### config.mk
export PLATFORM = sky130hd
export DESIGN_NAME = cross_corr_ctrl
export DESIGN_NICKNAME = d
export VERILOG_FILES = /design/src/rtl/cross_corr_pkg.sv /design/src/rtl/cross_corr_ctrl.sv
export SDC_FILE = /design/constraint.sdc
export NUM_CORES = 1
export LEC_CHECK = 0
export CORE_UTILIZATION = 46
export CTS_CLUSTER_DIAMETER = 40
export DETAILED_ROUTE_END_ITERATION = 6
export PLACE_DENSITY = 0.84
export SYNTH_ARGS = -nofsm -noshare
export SYNTH_HDL_FRONTEND = slang
export SYNTH_SLANG_ARGS = --single-unit
### constraint.sdc
create_clock -name clk -period 4.3 [get_ports clk]
set_input_delay 0.86 -clock clk [delete_from_list [all_inputs] [get_ports clk]]
set_output_delay 0.86 -clock clk [all_outputs]
set_load 0.05 [all_outputs]
### src/rtl/cross_corr_pkg.sv
// Shared definitions for the cross-correlation control block: register map,
// bit positions, AXI response codes and the read-channel state type.
package cross_corr_pkg;

  localparam int unsigned OFF_CTRL   = 32'h00;
  localparam int unsigned OFF_STATUS = 32'h04;
  localparam int unsigned OFF_CFG0   = 32'h08;

  localparam int CTRL_START_BIT  = 0;
  localparam int CTRL_IRQ_EN_BIT = 1;
  localparam int STAT_READY_BIT  = 0;
  localparam int STAT_DONE_BIT   = 1;
  localparam int STAT_ERR_BIT    = 2;

  localparam logic [1:0] RESP_OKAY   = 2'b00;
  localparam logic [1:0] RESP_SLVERR = 2'b10;

  typedef enum logic {
    R_IDLE = 1'b0,
    R_DATA = 1'b1
  } r_state_e;

endpackage

### src/rtl/cross_corr_ctrl.sv
// AXI4-Lite register front end for a cross-correlation core: start/irq control,
// sticky status and a bank of configuration fields driven onto cfg_o.
module cross_corr_ctrl
  import cross_corr_pkg::*;
#(
  parameter int C_S00_AXI_DATA_WIDTH = 32,
  parameter int C_S00_AXI_ADDR_WIDTH = 5,
  parameter int NUM_CFG_G            = 4,
  parameter int CFG_WIDTH_G          = 16
) (
  input  logic                                clk,
  input  logic                                rst,
  input  logic [C_S00_AXI_ADDR_WIDTH-1:0]     s00_axi_awaddr,
  input  logic [2:0]                          s00_axi_awprot,
  input  logic                                s00_axi_awvalid,
  output logic                                s00_axi_awready,
  input  logic [C_S00_AXI_DATA_WIDTH-1:0]     s00_axi_wdata,
  input  logic [C_S00_AXI_DATA_WIDTH/8-1:0]   s00_axi_wstrb,
  input  logic                                s00_axi_wvalid,
  output logic                                s00_axi_wready,
  output logic [1:0]                          s00_axi_bresp,
  output logic                                s00_axi_bvalid,
  input  logic                                s00_axi_bready,
  input  logic [C_S00_AXI_ADDR_WIDTH-1:0]     s00_axi_araddr,
  input  logic [2:0]                          s00_axi_arprot,
  input  logic                                s00_axi_arvalid,
  output logic                                s00_axi_arready,
  output logic [C_S00_AXI_DATA_WIDTH-1:0]     s00_axi_rdata,
  output logic [1:0]                          s00_axi_rresp,
  output logic                                s00_axi_rvalid,
  input  logic                                s00_axi_rready,
  output logic                                start_o,
  input  logic                                ready_i,
  input  logic                                done_i,
  output logic [NUM_CFG_G*CFG_WIDTH_G-1:0]    cfg_o,
  output logic                                irq_o,
  output r_state_e                            rd_state_o
);

  localparam int DW = C_S00_AXI_DATA_WIDTH;
  localparam int AW = C_S00_AXI_ADDR_WIDTH;
  localparam int SW = DW / 8;
  localparam int unsigned NCFG    = NUM_CFG_G;
  localparam int unsigned W_CTRL  = OFF_CTRL >> 2;
  localparam int unsigned W_STAT  = OFF_STATUS >> 2;
  localparam int unsigned W_CFG0  = OFF_CFG0 >> 2;

  // Handshakes: a transfer on any channel happens on the rising edge where its
  // valid and ready are both 1; valid never depends on ready combinationally.
  logic                              alive_q, alive_d;
  logic                              aw_full_q, aw_full_d;
  logic [AW-1:0]                     aw_addr_q, aw_addr_d;
  logic                              w_full_q, w_full_d;
  logic [DW-1:0]                     w_data_q, w_data_d;
  logic [SW-1:0]                     w_strb_q, w_strb_d;
  logic                              bvalid_q, bvalid_d;
  logic [1:0]                        bresp_q, bresp_d;
  r_state_e                          r_state_q, r_state_d;
  logic [DW-1:0]                     rdata_q, rdata_d;
  logic [1:0]                        rresp_q, rresp_d;
  logic                              irq_en_q, irq_en_d;
  logic                              done_q, done_d;
  logic                              err_q, err_d;
  logic                              start_q, start_d;
  logic                              irq_q, irq_d;
  logic [NUM_CFG_G-1:0][CFG_WIDTH_G-1:0] cfg_q, cfg_d;

  logic              commit;
  int unsigned       wr_word, rd_word;
  logic [DW-1:0]     rd_data;
  logic              rd_hit;

  function automatic int unsigned word_idx(input logic [AW-1:0] a);
    return 32'(a[AW-1:2]);
  endfunction

  assign s00_axi_awready = alive_q & ~aw_full_q;
  assign s00_axi_wready  = alive_q & ~w_full_q;
  assign s00_axi_arready = alive_q & (r_state_q == R_IDLE);
  assign s00_axi_bvalid  = bvalid_q;
  assign s00_axi_bresp   = bresp_q;
  assign s00_axi_rvalid  = (r_state_q == R_DATA);
  assign s00_axi_rdata   = rdata_q;
  assign s00_axi_rresp   = rresp_q;
  assign start_o         = start_q;
  assign irq_o           = irq_q;
  assign cfg_o           = cfg_q;
  assign rd_state_o      = r_state_q;

  assign commit  = aw_full_q & w_full_q & ~bvalid_q;
  assign wr_word = word_idx(aw_addr_q);
  assign rd_word = word_idx(s00_axi_araddr);

  always_comb begin
    rd_data = '0;
    rd_hit  = 1'b1;
    if (rd_word == W_CTRL) begin
      rd_data[CTRL_IRQ_EN_BIT] = irq_en_q;
    end else if (rd_word == W_STAT) begin
      rd_data[STAT_READY_BIT] = ready_i;
      rd_data[STAT_DONE_BIT]  = done_q;
      rd_data[STAT_ERR_BIT]   = err_q;
    end else if (rd_word >= W_CFG0 && rd_word < W_CFG0 + NCFG) begin
      for (int unsigned k = 0; k < NCFG; k++) begin
        if (rd_word == W_CFG0 + k) rd_data[CFG_WIDTH_G-1:0] = cfg_q[k];
      end
    end else begin
      rd_hit = 1'b0;
    end
  end

  always_comb begin
    alive_d   = 1'b1;
    aw_full_d = aw_full_q;
    aw_addr_d = aw_addr_q;
    w_full_d  = w_full_q;
    w_data_d  = w_data_q;
    w_strb_d  = w_strb_q;
    bvalid_d  = bvalid_q;
    bresp_d   = bresp_q;
    irq_en_d  = irq_en_q;
    done_d    = done_q;
    err_d     = err_q;
    cfg_d     = cfg_q;
    start_d   = 1'b0;

    if (s00_axi_awvalid && s00_axi_awready) begin
      aw_full_d = 1'b1;
      aw_addr_d = s00_axi_awaddr;
    end
    if (s00_axi_wvalid && s00_axi_wready) begin
      w_full_d = 1'b1;
      w_data_d = s00_axi_wdata;
      w_strb_d = s00_axi_wstrb;
    end
    if (bvalid_q && s00_axi_bready) bvalid_d = 1'b0;

    if (commit) begin
      aw_full_d = 1'b0;
      w_full_d  = 1'b0;
      bvalid_d  = 1'b1;
      bresp_d   = (wr_word < W_CFG0 + NCFG) ? RESP_OKAY : RESP_SLVERR;
      if (wr_word == W_CTRL && w_strb_q[0]) begin
        irq_en_d = w_data_q[CTRL_IRQ_EN_BIT];
        // A start request while the core is busy is refused and flagged.
        if (w_data_q[CTRL_START_BIT]) begin
          if (ready_i) start_d = 1'b1;
          else         err_d   = 1'b1;
        end
      end
      if (wr_word == W_STAT && w_strb_q[0]) begin
        if (w_data_q[STAT_DONE_BIT]) done_d = 1'b0;
        if (w_data_q[STAT_ERR_BIT])  err_d  = 1'b0;
      end
      for (int unsigned k = 0; k < NCFG; k++) begin
        if (wr_word == W_CFG0 + k) begin
          for (int i = 0; i < CFG_WIDTH_G; i++) begin
            if (w_strb_q[i/8]) cfg_d[k][i] = w_data_q[i];
          end
        end
      end
    end

    // A completion arriving alongside a W1C must not be lost.
    if (done_i) done_d = 1'b1;
    irq_d = done_q & irq_en_q;
  end

  always_comb begin
    r_state_d = r_state_q;
    rdata_d   = rdata_q;
    rresp_d   = rresp_q;
    case (r_state_q)
      R_IDLE: begin
        if (s00_axi_arvalid && s00_axi_arready) begin
          r_state_d = R_DATA;
          rdata_d   = rd_data;
          rresp_d   = rd_hit ? RESP_OKAY : RESP_SLVERR;
        end
      end
      R_DATA: begin
        if (s00_axi_rready) r_state_d = R_IDLE;
      end
      default: r_state_d = R_IDLE;
    endcase
  end

  always_ff @(posedge clk or posedge rst) begin
    if (rst) begin
      alive_q   <= 1'b0;
      aw_full_q <= 1'b0;
      aw_addr_q <= '0;
      w_full_q  <= 1'b0;
      w_data_q  <= '0;
      w_strb_q  <= '0;
      bvalid_q  <= 1'b0;
      bresp_q   <= RESP_OKAY;
      r_state_q <= R_IDLE;
      rdata_q   <= '0;
      rresp_q   <= RESP_OKAY;
      irq_en_q  <= 1'b0;
      done_q    <= 1'b0;
      err_q     <= 1'b0;
      start_q   <= 1'b0;
      irq_q     <= 1'b0;
      cfg_q     <= '0;
    end else begin
      alive_q   <= alive_d;
      aw_full_q <= aw_full_d;
      aw_addr_q <= aw_addr_d;
      w_full_q  <= w_full_d;
      w_data_q  <= w_data_d;
      w_strb_q  <= w_strb_d;
      bvalid_q  <= bvalid_d;
      bresp_q   <= bresp_d;
      r_state_q <= r_state_d;
      rdata_q   <= rdata_d;
      rresp_q   <= rresp_d;
      irq_en_q  <= irq_en_d;
      done_q    <= done_d;
      err_q     <= err_d;
      start_q   <= start_d;
      irq_q     <= irq_d;
      cfg_q     <= cfg_d;
    end
  end

  logic unused_ok;
  assign unused_ok = ^{s00_axi_awprot, s00_axi_arprot, aw_addr_q[1:0],
                       s00_axi_araddr[1:0], w_data_q, w_strb_q};

endmodule

==> flow_metrics.tcl, run 1 <==
set metrics [dict create \
    status "finished, final reports clean" \
    crit_family "buffers and inverters" \
    first_iter_violations 100 \
    total_leakage_power_uw 0.00309 \
    synth_top_area_cell "dfrtp_1" \
    track_usage 0.217 \
    syn2layout_area_growth_pct 36.7 \
    io_pins 169 \
    placementRows 37 \
    synth-compound-area-share 0.0563 \
    skew_ns 0.00636 \
    relSlewSlack 0.332 \
    synth_top_family_by_area "multiplexers" \
    rsz0062_at_grt "no" \
    cts.sink_count 113 \
    n_antenna_cell 0 \
    cts_buffers 17 \
    die_h_um 106 \
    cp_slowest_cell "clkdlybuf4s50_1" \
    cp_cell_sequence "and2b_1 > clkdlybuf4s50_1" \
    synth_seq_cells 113 \
    synth_area_um2 5000 \
    post_synth_num_cell_types 39 \
    clock_latency_ns 0.50 \
    post-route-period-util 0.658 \
    cts_htree_levels 4 \
    ctsHoldBuffers 0 \
    cp.arrival_ns 1.97 \
    fin_tns_setup_ns 0 \
    synth_warnings 0 \
    max_slew.worst_pin.slew_ns 0.999 \
    wl_per_cell_um 17.7 \
    crit_required_ns 3.44 \
    synthAdderAreaFrac 0 \
    io_buffers 122 \
    clock_path_buffers 2 \
    final_cell_mix "clkdlybuf4s50_1 (121), dfrtp_1 (113), mux2_2 (106), nand2_1 (27)" \
    core_area_um2 10400 \
    synthXorXnorAreaFrac 0 \
    finalNetCount 567 \
    hpwl_um 7650 \
    power_density_nw_per_um2 790 \
    grt_max_degree 114 \
    finalSetupViolCount 0 \
    grt_pass1_wl_um 18500 \
    grt_pass1_vias 3516 \
    fin_crit_ns 2.83 \
    slowest_delay_ns 0.81 \
    post-route-util 0.657 \
    finalMaxSlewViolations 0 \
    synth.avg_cell_area_um2 13.3 \
    cts_resized 0 \
    vdd_drop_max_mv 0.449 \
    synthTopCellsByArea "dfrtp_1 (57%), mux2_2 (24%), buf_4 (2.9%)" \
    post_cts_buffers 0 \
    synthCells 377 \
    gr-total-overflow 0 \
    synth.area.mux_share 0.267 \
    cts_root_buf "clkbuf_8" \
    critPathBufInv 1 \
    yosys.area_share.simple 0.0638 \
    viasPerCell 5.26 \
    hold_class "flop to flop" \
    place_congestion 0.731 \
    yosysSeqAreaShare 0.565 \
    cts_tree "yes" \
    die_x_um 106 \
    worstSetupPathType "flop to output pin" \
    start_util 0.480 \
    pre_cts_ws_ns 1.27 \
    crit_fanout 5 \
    antenna_found_initial 0 \
    setup_ws_ns 1.47 \
    nFillCells 784 \
    drc 0 \
    drive_gt1_frac 0.299 \
    die_area_um2 11300 \
    drtAntennaViolNets 0 \
    cap_violations 0 \
    synth_top_area_frac 0.565 \
    num_vias 3445 \
    cp-end-kind "output pin" \
    routed_wl_um 11600 \
    clkTransAtPathRegs_ns 0.05 \
    r2r_slack_ns 2.18 \
    timing.fmax_mhz 353 \
    first_pass_iters 6 \
    final_common_cell "clkdlybuf4s50_1" \
    crit_path_start_kind "flop" \
    hold_violations 0 \
]
==> cell families after synthesis <==
group           count (synthesis)
flops                         113
buf+inv                        40
other cells                     2
compound gates                 45
simple gates                   61
mux                           116
==> per-stage QoR <==
| step | power (uW) | area (um2) | cells | hold slack (ns) |
|---|---|---|---|---|
| global route | 5620 | 6840 | 655 | 0.505 |
| global placement | 4060 | 6290 | 623 | 0.461 |
| detailed placement | 4130 | 6290 | 623 | 0.469 |
| CTS | 5430 | 6840 | 655 | 0.482 |
| finish | 5400 | 6840 | 655 | 0.476 |
| floorplan | 3350 | 5070 | 394 | 0.477 |
==> worst min-delay path, delay by kind of cell (launching register included) <==
kind	cells	cell delay (ns)
AND/OR/NAND/NOR	1	0.05
AO/OA/AOI/OAI	1	0.06
flip-flops	1	0.34
==> synthesized netlist by cell type <==
cell type and instances:
a211oi_1 2, a21oi_1 4, a221oi_1 1, a22o_1 1, a22oi_1 13, a2bb2oi_1 1
a31oi_1 1, and2_1 1, and2b_1 1, and3b_1 2, buf_1 1, buf_2 4
buf_4 19, buf_6 1, clkbuf_1 8, conb_1 2, dfrtp_1 113, inv_1 7
mux2_2 106, mux2_4 8, mux2i_1 2, nand2_1 27, nand2b_1 2, nand3_1 1
nand3b_1 1, nand4b_1 1, nand4b_2 1, nor2_1 8, nor2_2 1, nor2b_1 5
nor3_1 4, nor3_2 2, nor3b_1 1, nor4_1 1, o21ai_0 19, o22ai_1 1
o31ai_1 2, or2_2 1, or4b_1 1
==> where the power goes <==
group | leakage, uW | switching (uW) | internal [uW]
logic | 0.00135 | 1400 | 896
clock network | 0.000263 | 475 | 805
registers | 0.00148 | 369 | 1450
==> area by class of cell <==
cell class | instances | area [um2] | area share
clock buffer | 22 | 463 | 0.0677
clock inverter | 10 | 85.1 | 0.0124
inverter | 7 | 28.8 | 0.00421
multi-input combinational | 241 | 2010 | 0.293
sequential | 113 | 2830 | 0.413
tap | 136 | 170 | 0.0249
timing repair buffer | 126 | 1260 | 0.184
==> registers in the layout (all words and copies together) (netlist names) <==
register / count
s00_axi_rdata: 16
aw_full_q: 1
s00_axi_bresp: 1
done_q: 1
alive_q: 1
irq_o: 1
w_data_q: 16
rd_state_o: 1
err_q: 1
cfg_o: 64
s00_axi_bvalid: 1
irq_en_q: 1
aw_addr_q: 3
w_strb_q: 2
s00_axi_rresp: 1
w_full_q: 1
start_o: 1
==> routing by layer <==
| layer | track usage | up-vias | routed length, um |
|---|---|---|---|
| met3 | 0.0515 | 10 | 560 |
| met1 | 0.278 | 1747 | 5090 |
| met2 | 0.365 | 117 | 5860 |
| met5 | 0 | - | 0 |
| li1 | - | 1571 | - |
| met4 | 0.0635 | 0 | 102 |
==> worst paths after layout <==
kind | startpoint | cells past startpoint | endpoint
min in group asynchronous | rst | 3 | w_data_q[12]
worst max register to register | s00_axi_bvalid | 3 | cfg_o[5]
worst min register to register | s00_axi_rdata[4] | 2 | s00_axi_rdata[4]
max in group asynchronous | rst | 3 | s00_axi_bresp[1]
worst max-delay path | aw_full_q | 2 | s00_axi_awready
worst min-delay path | s00_axi_rdata[4] | 2 | s00_axi_rdata[4]
Power figures use the tool's default switching activity.
==> run 2: changes to the inputs <==
- clock period: 4.3 -> 2.9 ns (I/O delays scaled with it)
==> run 2 against run 1 <==
Net effect:
- non-clock buffer count up 7
- largest power group unchanged
- cell count rose by 1.1%
- first-iteration DRC count increased by 20%
- clock power is 45% higher
- critical path type unchanged
- critical path depth stayed put
- clock skew is 0.0030 ns higher
==> flow_metrics.tcl, run 2 (synthesized netlist as in run 1, its figures left out) <==
set metrics [dict create \
    cts_buffers 17 \
    crit_path_start_kind "flop" \
    largest_reg_flops 64 \
    cts_htree_levels 4 \
    crit_required_ns 2.32 \
    first_pass_iters 4 \
    finalSetupViolCount 0 \
    placementRows 37 \
    io_buffers 122 \
    max_slew.worst_pin.slew_ns 0.900 \
    relSlewSlack 0.398 \
    final_common_cell "clkdlybuf4s50_1" \
    clock_latency_ns 0.51 \
    vdd_drop_max_mv 0.710 \
    antenna_found_initial 0 \
    setup_ws_ns 0.334 \
    track_usage 0.225 \
    drtAntennaViolNets 0 \
    cts_resized 0 \
    drc 0 \
    fin_hold_ws_ns 0.475 \
    final_area_um2 6890 \
    drive_gt1_frac 0.306 \
    total_leakage_power_uw 0.00312 \
    post_cts_buffers 0 \
    cts.sink_count 113 \
    io_pins 169 \
    status "finished, final reports clean" \
    grt_pass1_vias 3602 \
    cp_slowest_cell "clkdlybuf4s50_1" \
    hold_violations 0 \
    fin_tns_setup_ns 0 \
    skew_ns 0.00932 \
    cp_cell_sequence "and2b_1 > clkdlybuf4s50_1" \
    n_antenna_cell 0 \
    die_area_um2 11300 \
    routed_wl_um 11900 \
    place_congestion 0.723 \
    slowest_delay_ns 0.80 \
    hold_class "flop to flop" \
    wl_per_cell_um 17.9 \
    cp.arrival_ns 1.99 \
    placement.cell_area_um2 6360 \
    clkTransAtPathRegs_ns 0.05 \
    nFillCells 760 \
    crit_fanout 5 \
    ctsHoldBuffers 0 \
    viasPerCell 5.26 \
    post-route-util 0.661 \
    start_util 0.480 \
    die_x_um 106 \
    clock_path_buffers 2 \
    final_cell_mix "clkdlybuf4s50_1 (121), dfrtp_1 (113), mux2_2 (106), nand2_1 (27)" \
    finalNetCount 574 \
    cp-end-kind "output pin" \
    finalMaxSlewViolations 0 \
    hpwl_um 7880 \
    cap_violations 0 \
    cts_tree "yes" \
    first_iter_violations 120 \
    pre_cts_ws_ns 0.627 \
    cts_root_buf "clkbuf_8" \
    post-route-period-util 0.885 \
    die_h_um 106 \
    grt_pass1_wl_um 19100 \
    core_area_um2 10400 \
    num_vias 3482 \
    power_density_nw_per_um2 1160 \
    timing.fmax_mhz 390 \
    syn2layout_area_growth_pct 37.6 \
    worstSetupPathType "flop to output pin" \
    rsz0062_at_grt "no" \
    grt_max_degree 114 \
    gr-total-overflow 0 \
    fin_crit_ns 2.57 \
]
run 2: path summary, 6_finish.rpt:
kind	start	end	slack [ns]	cells after the start
hold / removal	s00_axi_rdata[7]	s00_axi_rdata[7]	0.47	2
setup / recovery	aw_full_q	s00_axi_awready	0.33	2
max in group asynchronous	rst	cfg_o[58]	1.86	3
min in group asynchronous	rst	w_strb_q[0]	0.59	3
hold reg to reg	s00_axi_rdata[7]	s00_axi_rdata[7]	0.47	2
setup reg to reg	s00_axi_bvalid	cfg_o[47]	0.84	3
run 2: layout make-up:
class / count / area (um2) / area share
clock inverters: 11 / 90.1 / 0.0131
inverters: 7 / 30.0 / 0.00436
repair buffers: 133 / 1320 / 0.192
multi-input cells: 241 / 2010 / 0.291
well taps: 136 / 170 / 0.0247
clock buffers: 21 / 439 / 0.0638
flip-flops and latches: 113 / 2830 / 0.411
run 2: power breakdown:
group | total, uW | internal (uW) | switching [uW]
Combinational | 3430 | 1340 | 2090
Clock | 1860 | 1150 | 716
Sequential | 2700 | 2160 | 548
run 2: stage by stage:
| stage | total power [uW] | cells |
|---|---|---|
| floorplan | 4960 | 394 |
| global placement | 6040 | 630 |
| detailed placement | 6150 | 630 |
| CTS | 8040 | 662 |
| global route | 8330 | 662 |
| finish | 8000 | 662 |
run 2: routing by layer:
layer  global-route usage  vias to the layer above  wire length [um]
met4               0.0625                        0                97
met3               0.0693                       10               721
met2                0.368                      133              6020
li1                     -                     1583                 -
met1                0.288                     1756              5040
met5                    0                        -                 0
run 2: critical path: cells and delay by family (launching register included):
kind	cells	cell delay, ns
buf+inv	1	0.80
flops	1	0.43
simple gates	1	0.24
